**src/rtl/pico_mm_stream_fifo_slave_if.sv**
```systemverilog
// PicoMm bus port plus TX/RX stream handshakes for the FIFO slave.
interface pico_mm_stream_fifo_slave_if #(
  parameter int AW = 4,
  parameter int DW = 32
);
  logic [AW-1:0] addr;
  logic          write;
  logic [31:0]   wrdata;
  logic          read;
  logic [31:0]   rddata;
  logic [DW-1:0] tx_data;
  logic          tx_valid;
  logic          tx_ready;
  logic [DW-1:0] rx_data;
  logic          rx_valid;
  logic          rx_ready;

  modport master (
    output addr, write, wrdata, read,
    output tx_ready, rx_data, rx_valid,
    input  rddata, tx_data, tx_valid, rx_ready
  );

  modport slave (
    input  addr, write, wrdata, read,
    input  tx_ready, rx_data, rx_valid,
    output rddata, tx_data, tx_valid, rx_ready
  );
endinterface

```
**src/rtl/pico_mm_stream_fifo_slave.sv**
```systemverilog
// PicoMm slave bridging the CPU bus to a TX and an RX stream FIFO.
// Optional irq output enabled by PICO_MM_FIFO_IRQ_EN.
module pico_mm_stream_fifo_slave #(
  parameter int AW    = 4,
  parameter int DW    = 32,
  parameter int DEPTH = 16
) (
  input  logic clk,
  input  logic rst,
  pico_mm_stream_fifo_slave_if.slave bus
`ifdef PICO_MM_FIFO_IRQ_EN
  ,
  output logic irq
`endif
);
  localparam int PW = $clog2(DEPTH);
  localparam int CW = PW + 1;

  logic [DW-1:0] r_tx_mem [DEPTH];
  logic [DW-1:0] r_rx_mem [DEPTH];
  logic [PW-1:0] r_tx_wp, r_tx_rp;
  logic [PW-1:0] r_rx_wp, r_rx_rp;
  logic [CW-1:0] r_tx_cnt, r_rx_cnt;
  logic          r_tx_ovf, r_rx_udf;
  logic [31:0]   r_rddata;
  logic [31:0]   w_rd_mux;
  logic [1:0]    w_sel;
  logic          w_wr_data, w_wr_stat, w_wr_ctrl;
  logic          w_rd_data;
  logic          w_tx_full, w_tx_empty;
  logic          w_rx_full, w_rx_empty;
  logic          w_tx_push, w_tx_pop, w_tx_flush;
  logic          w_rx_push, w_rx_pop, w_rx_flush;
  logic          w_unused;

  assign w_sel     = bus.addr[1:0];
  assign w_wr_data = bus.write & (w_sel == 2'd0);
  assign w_wr_stat = bus.write & (w_sel == 2'd1);
  assign w_wr_ctrl = bus.write & (w_sel == 2'd2);
  assign w_rd_data = bus.read  & (w_sel == 2'd0);
  assign w_unused  = ^{bus.addr, bus.wrdata};

  assign w_tx_full  = r_tx_cnt == CW'(DEPTH);
  assign w_tx_empty = r_tx_cnt == '0;
  assign w_rx_full  = r_rx_cnt == CW'(DEPTH);
  assign w_rx_empty = r_rx_cnt == '0;

  assign w_tx_flush = w_wr_ctrl & bus.wrdata[0];
  assign w_rx_flush = w_wr_ctrl & bus.wrdata[1];
  assign w_tx_push  = w_wr_data & !w_tx_full;
  assign w_tx_pop   = !w_tx_empty & bus.tx_ready;
  assign w_rx_pop   = w_rd_data & !w_rx_empty;
  assign w_rx_push  = bus.rx_valid & bus.rx_ready;

  // A bus pop frees the slot, so a full RX may still accept a stream word
  assign bus.rx_ready = !w_rx_full | w_rx_pop;
  assign bus.tx_valid = !w_tx_empty;
  assign bus.tx_data  = r_tx_mem[r_tx_rp];
  assign bus.rddata   = r_rddata;

  always_ff @(posedge clk) begin
    if (w_tx_push) r_tx_mem[r_tx_wp] <= bus.wrdata[DW-1:0];
    if (w_rx_push) r_rx_mem[r_rx_wp] <= bus.rx_data;
  end

  always_ff @(posedge clk or posedge rst) begin
    if (rst) begin
      r_tx_wp  <= '0;
      r_tx_rp  <= '0;
      r_tx_cnt <= '0;
    end else if (w_tx_flush) begin
      r_tx_wp  <= '0;
      r_tx_rp  <= '0;
      r_tx_cnt <= '0;
    end else begin
      if (w_tx_push) r_tx_wp <= r_tx_wp + 1'b1;
      if (w_tx_pop)  r_tx_rp <= r_tx_rp + 1'b1;
      if (w_tx_push & !w_tx_pop)
        r_tx_cnt <= r_tx_cnt + 1'b1;
      else if (w_tx_pop & !w_tx_push)
        r_tx_cnt <= r_tx_cnt - 1'b1;
    end
  end

  always_ff @(posedge clk or posedge rst) begin
    if (rst) begin
      r_rx_wp  <= '0;
      r_rx_rp  <= '0;
      r_rx_cnt <= '0;
    end else if (w_rx_flush) begin
      r_rx_wp  <= '0;
      r_rx_rp  <= '0;
      r_rx_cnt <= '0;
    end else begin
      if (w_rx_push) r_rx_wp <= r_rx_wp + 1'b1;
      if (w_rx_pop)  r_rx_rp <= r_rx_rp + 1'b1;
      if (w_rx_push & !w_rx_pop)
        r_rx_cnt <= r_rx_cnt + 1'b1;
      else if (w_rx_pop & !w_rx_push)
        r_rx_cnt <= r_rx_cnt - 1'b1;
    end
  end

  always_ff @(posedge clk or posedge rst) begin
    if (rst) begin
      r_tx_ovf <= 1'b0;
      r_rx_udf <= 1'b0;
    end else begin
      if (w_wr_data & w_tx_full)
        r_tx_ovf <= 1'b1;
      else if (w_wr_stat & bus.wrdata[18])
        r_tx_ovf <= 1'b0;
      if (w_rd_data & w_rx_empty)
        r_rx_udf <= 1'b1;
      else if (w_wr_stat & bus.wrdata[19])
        r_rx_udf <= 1'b0;
    end
  end

`ifdef PICO_MM_FIFO_IRQ_EN
  logic [10:0] r_irqcfg;
  logic        r_irq;
  logic        w_irq_nxt;

  assign w_irq_nxt =
      (r_irqcfg[8] & (8'(r_rx_cnt) >= r_irqcfg[7:0])
                   & (r_irqcfg[7:0] != 8'd0))
    | (r_irqcfg[9] & w_tx_empty)
    | (r_irqcfg[10] & (r_tx_ovf | r_rx_udf));
  assign irq = r_irq;

  always_ff @(posedge clk or posedge rst) begin
    if (rst) begin
      r_irqcfg <= '0;
      r_irq    <= 1'b0;
    end else begin
      if (bus.write & (w_sel == 2'd3))
        r_irqcfg <= bus.wrdata[10:0];
      r_irq <= w_irq_nxt;
    end
  end
`endif

  always_comb begin
    w_rd_mux = '0;
    unique case (w_sel)
      2'd0: w_rd_mux = w_rx_empty ? '0
                     : 32'(r_rx_mem[r_rx_rp]);
      2'd1: w_rd_mux = {12'd0, r_rx_udf, r_tx_ovf,
                        w_rx_empty, w_tx_full,
                        8'(r_rx_cnt), 8'(r_tx_cnt)};
      2'd2: w_rd_mux = '0;
`ifdef PICO_MM_FIFO_IRQ_EN
      2'd3: w_rd_mux = 32'(r_irqcfg);
`else
      2'd3: w_rd_mux = '0;
`endif
    endcase
  end

  always_ff @(posedge clk or posedge rst) begin
    if (rst)
      r_rddata <= '0;
    else if (bus.read)
      r_rddata <= w_rd_mux;
  end
endmodule

```
**src/flat_wrapper.sv**
```systemverilog
// flat-port wrapper written by rule: the top's interface ports become plain ports
module pico_mm_stream_fifo_slave_flat 
#(
  parameter int AW    = 4,
  parameter int DW    = 32,
  parameter int DEPTH = 16
)
  (clk, rst, bus_addr, bus_write, bus_wrdata, bus_read, bus_tx_ready, bus_rx_data, bus_rx_valid, bus_rddata, bus_tx_data, bus_tx_valid, bus_rx_ready);
  pico_mm_stream_fifo_slave_if #(.AW(AW), .DW(DW)) bus_i ();
  input  logic clk;
  input  logic rst;
  input wire logic [$bits(bus_i.addr)-1:0] bus_addr;
  input wire logic [$bits(bus_i.write)-1:0] bus_write;
  input wire logic [$bits(bus_i.wrdata)-1:0] bus_wrdata;
  input wire logic [$bits(bus_i.read)-1:0] bus_read;
  input wire logic [$bits(bus_i.tx_ready)-1:0] bus_tx_ready;
  input wire logic [$bits(bus_i.rx_data)-1:0] bus_rx_data;
  input wire logic [$bits(bus_i.rx_valid)-1:0] bus_rx_valid;
  output wire logic [$bits(bus_i.rddata)-1:0] bus_rddata;
  output wire logic [$bits(bus_i.tx_data)-1:0] bus_tx_data;
  output wire logic [$bits(bus_i.tx_valid)-1:0] bus_tx_valid;
  output wire logic [$bits(bus_i.rx_ready)-1:0] bus_rx_ready;
  assign bus_i.addr = bus_addr;
  assign bus_i.write = bus_write;
  assign bus_i.wrdata = bus_wrdata;
  assign bus_i.read = bus_read;
  assign bus_i.tx_ready = bus_tx_ready;
  assign bus_i.rx_data = bus_rx_data;
  assign bus_i.rx_valid = bus_rx_valid;
  assign bus_rddata = bus_i.rddata;
  assign bus_tx_data = bus_i.tx_data;
  assign bus_tx_valid = bus_i.tx_valid;
  assign bus_rx_ready = bus_i.rx_ready;
  pico_mm_stream_fifo_slave #(.AW(AW), .DW(DW), .DEPTH(DEPTH)) u_core (.clk(clk), .rst(rst), .bus(bus_i));
endmodule
```
**config.mk**
```make
export PLATFORM = sky130hd
export DESIGN_NAME = pico_mm_stream_fifo_slave_flat
export DESIGN_NICKNAME = d
export VERILOG_FILES = /design/src/rtl/pico_mm_stream_fifo_slave_if.sv /design/src/rtl/pico_mm_stream_fifo_slave.sv /design/src/flat_wrapper.sv
export SDC_FILE = /design/constraint.sdc
export NUM_CORES = 1
export LEC_CHECK = 0
export ABC_CLOCK_PERIOD_IN_PS = 3790
export CORE_MARGIN = 2
export CORE_UTILIZATION = 40
export DETAILED_ROUTE_END_ITERATION = 8
export PLACE_DENSITY = 0.58
export SLEW_MARGIN = 10
export SYNTH_ARGS = -nofsm -noshare
export SYNTH_HDL_FRONTEND = slang
export SYNTH_SLANG_ARGS = --single-unit
```
**constraint.sdc**
```tcl
create_clock -name clk -period 3.79 [get_ports clk]
set_input_delay 0.758 -clock clk [delete_from_list [all_inputs] [get_ports clk]]
set_output_delay 0.758 -clock clk [all_outputs]
set_load 0.005 [all_outputs]
```
# After elaboration in Yosys (flattened, before gate mapping)
# Memory sizes are Yosys's and may differ from the RTL's.
# Cells that the tools add are included.
dict set report totals {
  memories 2
  elab_cells 87
  ram_bits 1024
  inputBits 74
  output_inout_bits 66
  ff_bits 60
}
# name words word_bits rd rd_clocked_by_memory_dff write_ports line
set memory_table {}
lappend memory_table {u_core.r_rx_mem 16 32 1 0 1 pico_mm_stream_fifo_slave.sv:20} ;# logic [DW-1:0] r_rx_mem [DEPTH];
lappend memory_table {u_core.r_tx_mem 16 32 1 0 1 pico_mm_stream_fifo_slave.sv:19} ;# logic [DW-1:0] r_tx_mem [DEPTH];
dict set report classes {
  n_mux 24
  reduce_logical 20
  bitwise 19
  addsub 8
  eq_ne 5
}
# operator count
set op_table {}
lappend op_table {{one-hot mux 32 bit (3 select lines)} 1}
lappend op_table {{two-way mux 32 bit} 1}
lappend op_table {{two-way mux 4 bit} 8}
lappend op_table {{two-way mux 5 bit} 6}
lappend op_table {{AND 1 bit} 18}
lappend op_table {{adder 4 x 1 -> 4 bit (second input constant)} 4}
lappend op_table {{nonzero test 2 bit} 6}
lappend op_table {{adder 5 x 1 -> 5 bit (second input constant)} 2}
lappend op_table {{== test 5 bit (second input constant)} 2}
lappend op_table {{logical NOT 5 bit} 2}
lappend op_table {{subtractor 5 x 1 -> 5 bit (second input constant)} 2}
lappend op_table {{logical NOT 1 bit} 8}
lappend op_table {{two-way mux 1 bit} 8}
lappend op_table {{nonzero test 3 bit} 2}
lappend op_table {{== test 2 bit (second input constant)} 2}
lappend op_table {{== test 2 x 1 -> 1 bit (second input constant)} 1}
lappend op_table {{logical NOT 2 bit} 1}
lappend op_table {{OR reduction 2 bit} 1}
lappend op_table {{bitwise OR 1 bit} 1}

# Depth between registers and ports, before layout
# Gate-level depths: netlist (run 1).
dict set report depth {
  depth_word 10
  mapped_depth 11
  mapped_depth_nobuf 9
}

# Worst setup path before layout (run 1)
# Ideal clock, no wire load.
dict set report synth_timing {
  path_type {input to register}
  from {in bus_addr[0]}
  to {mem u_core.r_tx_mem[12][0], enable pin}
  path_slack_ns 0.325
  arrival_ns 3.044
  t_required_ns 3.369
  path_buffers 0
  setup_time_ns 0.421
  cell_stages 4
  path_cell_list {or3b_2 > a21oi_2 > nand3_1 > nor2_1}
}
dict set report synth_between {
  elab_chain_len 5
}
# item line
set synth_lines {}
lappend synth_lines {{from (decl)} flat_wrapper.sv:12} ;# input wire logic [$bits(bus_i.addr)-1:0] bus_addr;
lappend synth_lines {{logical NOT 2 bit} pico_mm_stream_fifo_slave.sv:37} ;# assign w_wr_data = bus.write & (w_sel == 2'd0);
lappend synth_lines {{AND 1 bit} pico_mm_stream_fifo_slave.sv:37}
lappend synth_lines {{AND 1 bit} pico_mm_stream_fifo_slave.sv:50} ;# assign w_tx_push = w_wr_data & !w_tx_full;
lappend synth_lines {{two-way mux 1 bit} pico_mm_stream_fifo_slave.sv:62} ;# if (w_tx_push) r_tx_mem[r_tx_wp] <= bus.wrdata[DW-1:0];
lappend synth_lines {{two-way mux 1 bit (implied by the code)} pico_mm_stream_fifo_slave.sv:62}
lappend synth_lines {{to (decl)} pico_mm_stream_fifo_slave.sv:19}
# Every way passes these cells.

# Worst setup path in the final report (run 1)
dict set report layout_timing {
  from {reg u_core.r_tx_rp[0]}
  to {out bus_tx_data[5]}
}
dict set report layout_between {
  elab_chain_len 1
}
# item line
set layout_lines {}
lappend layout_lines {{from (decl)} pico_mm_stream_fifo_slave.sv:21} ;# logic [PW-1:0] r_tx_wp, r_tx_rp;
lappend layout_lines {{from (signal assigned)} pico_mm_stream_fifo_slave.sv:77} ;# if (w_tx_pop) r_tx_rp <= r_tx_rp + 1'b1;
lappend layout_lines {{memory read (16 x 32 bit)} --}
lappend layout_lines {{to (decl)} flat_wrapper.sv:20} ;# output wire logic [$bits(bus_i.tx_data)-1:0] bus_tx_data;
# Every way passes these cells.

==> results of run 1 <==
## logic make-up (layout without fill, tap and decap cells)
group	count (synthesis)	count (layout)	share of synthesized area (%)
DFF	1084	1084	77.5
muxes	361	361	17.3
and+or+nand+nor	119	119	1.55
buffers and inverters	110	473	1.25
AOI/OAI and AO/OA	78	78	1.49
adders and majority gates	20	20	0.637
xor gates and xnor gates	16	16	0.337
other	0	2	0
## critical path: cells and delay by family (launching register included)
kind	cells	cell delay, ps
mux	2	1030
flops	1	430
buf+inv	3	810
## stage by stage
step	instance area [um^2]	power (mW)	utilization, %	hold slack (ps)	setup WS, ps
floorplan	41600	19.9	-	467	325
global placement	45600	22.9	44.1	487	98.3
detailed placement	45600	23.1	44.1	480	133
CTS	49500	34.1	47.9	508	-10.7
global route	49500	35.0	47.9	527	0.527
finish	49500	33.6	47.9	500	85.0
## where the power goes
group | total [mW] | switching [mW] | internal [mW]
Combinational | 8.30 | 3.72 | 4.59
Clock | 10.6 | 4.50 | 6.09
Sequential | 14.7 | 0.737 | 14.0
Total | 33.6 | 8.95 | 24.7
## metal layers
| layer | global-route usage, % | share of wire, % | vias to the layer above |
|---|---|---|---|
| li1 | - | - | 8150 |
| met1 | 23.0 | 40 | 10300 |
| met2 | 31.3 | 53 | 494 |
| met3 | 3.24 | 5.4 | 134 |
| met4 | 4.42 | 1.9 | 12 |
| met5 | 0 | 0.077 | - |
## cells in the final DEF (no fill, tap or decap), types with 8 or more instances in the layout
master,count
edfxtp_1,1024
a21oi_1,8
nor2_1,31
mux4_2,286
nand2_1,22
buf_16,9
inv_1,15
o221ai_1,32
mux2i_1,70
clkinv_1,19
clkbuf_1,21
a22oi_1,12
clkdlybuf4s50_1,109
nor2_4,8
clkbuf_16,110
and2_2,24
bufinv_16,9
xor2_1,10
buf_4,58
dlygate4sd2_1,24
ha_1,18
buf_12,44
clkinv_2,29
dfrtp_1,53
## worst min path at each step
stage / from / depth (start not counted) / slack [ps] / endpoint
after detailed placement: u_core.bus.rddata[14] / 2 / 480 / u_core.bus.rddata[14]
after global placement: u_core.bus.rddata[5] / 2 / 490 / u_core.bus.rddata[5]
final: u_core.bus.rddata[22] / 2 / 500 / u_core.bus.rddata[22]
after global routing: u_core.bus.rddata[31] / 2 / 530 / u_core.bus.rddata[31]
after floorplan: u_core.r_rx_udf / 1 / 470 / u_core.r_rx_udf
after CTS: u_core.bus.rddata[22] / 2 / 510 / u_core.bus.rddata[22]
## flip-flops by register name, indices dropped and copies added (netlist names), 5 cells and up
register           flops
u_core.r_tx_cnt        5
u_core.r_tx_mem      512
u_core.bus.rddata     32
u_core.r_rx_cnt        5
u_core.r_rx_mem      512
## what timing repair did
action                                  4_1_cts  5_1_grt
hold buffers                                  0        0
buffers inserted                             18        3
endpoints found under the setup margin       32        5
gates cloned                                  7        0
gates resized for setup                      41        3
## synth_stat cells, drive strengths merged, types with 3 or more instances
master  number
edfxtp    1024
mux4       286
mux2i       70
dfrtp       60
buf         51
clkbuf      42
nor2        39
o221ai      32
and2        24
nand2       22
ha          18
inv         17
a22oi       12
xor2        10
a21oi        9
xnor2        6
and3         5
mux2         5
a21o         4
nor2b        4
nor3b        4
o211ai       4
o21ai        4
a211oi       3
and3b        3
nand3        3
nand3b       3
or3          3
## layout make-up
type                    instances  area (um^2)  share of cell area (%)
diodes                          2         5.00                  0.0101
clock buffers                 137         2910                    5.88
clock inverters                69          656                    1.32
inverters                      17         65.1                   0.131
multi-input cells             594         8970                    18.1
flip-flops and latches       1084        32300                    65.2
well taps                    1380         1730                    3.49
repair buffers                250         2920                    5.90
==> impl_metrics.yaml, run 1 <==
setup_path:
  path_class: "reg -> out"
  path_cells: "buf_6, buf_16, mux4_2, mux4_2, clkdlybuf4s50_1"
  r2r_setup_slack_ps: 560
  reg2reg_depth: 9
  crit_top_cell: "mux4_2"
  critPathCaptureType: "output pin"
  startpoint: "u_core.r_tx_rp[0]"
  critPathMaxStageDelay_ps: 520
  r2r_end: "u_core.r_rx_cnt[4]"
  critPathMaxFanout: 12
  arrival_ps: 2950
  timing.rr.start: "u_core.r_rx_cnt[0]"
  worstSetupStartpointType: "flip-flop"
  critPathCapture: "bus_tx_data[5]"
  slowest_stage: "mux4_2"
  crit_required_ps: 3030
floorplanning:
  fp-row-count: 118
  die_area_mm2: 0.107
  die_width_um: 327
  die_h_um: 327
  initial_core_util_pct: 40.3
  io_pins: 140
  core-area_mm2: 0.103
logic_synthesis:
  ys_seq_elements: 1084
  netlist_area_mm2: 0.0416
  netlist.area_leader.share_pct: 73.9
  synth_cells: 1788
  yosys_warnings: 0
  avgSynthCellArea_um2: 23.3
  synth_flop_cell: "edfxtp_1"
  ys_top_cells_by_area: "edfxtp_1, mux4_2, dfrtp_1, mux2i_1, o221ai_1"
  synthesis.nets: 1882
  synth_cell_type_count: 57
  synthArstFlopShare_pct: 5.54
  ys_seq_area_share_pct: 77.5
  synth_edf_count: 1024
  yosysTopAreaCell: "edfxtp_1"
hold_path:
  hold_class: "reg -> reg"
placement:
  dp.cells: 3298
  dp_hpwl_um: 51400
  portBuffers: 137
  gp_congestion: 0.719
sta:
  max_slew_margin_pct: 23.9
  final.setup.tns_ps: 0
  fin_crit_ps: 3700
  hold_viol: 0
  worst_pin_slew_ps: 1140
  fmax_mhz: 270
  clock_skew_ps: 31.3
  setup_violations: 0
  finalMaxSlewViolations: 0
  period_share_pct: 97.8
  rsz0062_at_grt: "no"
clock_tree:
  cts_sinks: 1084
  clkLatencyLatePin_ps: 690
  root_buffer: "clkbuf_16"
  cts_tree: "done"
  clk_pin_slew_ps: 60
  clk_path_buf_depth: 3
  cts_buffers: 108
  htreeDepth: 3
cells_and_area:
  drive_above_1_share_pct: 29.1
  finalNonFillerCells: 3533
  final.fill_count: 8366
  final_nets: 2149
  area_growth_pct: 19.0
global_route:
  grt_start_max_net_pins: 70
  grt_remaining_overflow: 0
  antenna_found_initial: 7
  grt_pass1_wl_um: 139000
  grt_pass1_vias: 20500
  grt_usage_pct: 17.8
pwr:
  vdd_ir_drop_max_v: 0.000501
  p_leak_nw: 15.8
  power_density_mw_per_mm2: 679
run:
  drv_cap: 0
detailed_routing:
  avgRoutedWirePerCell_um: 26.8
  drt-initial-drc-count: 1657
  wl_um: 94600
  drc: 0
  via_count: 19100
  ant_nets: 0
  detail_route.vias_per_cell: 5.41
  firstDrtPassIters: 7
outcome:
  status: "finished clean"
Note: power is estimated with default switching activity, not from simulation.
==> inputs of run 2 (changes only) <==
- SLEW_MARGIN: 10 -> 20
==> results of run 2 <==
Same layout as run 1: the final DEF is identical, and so are final timing and power.
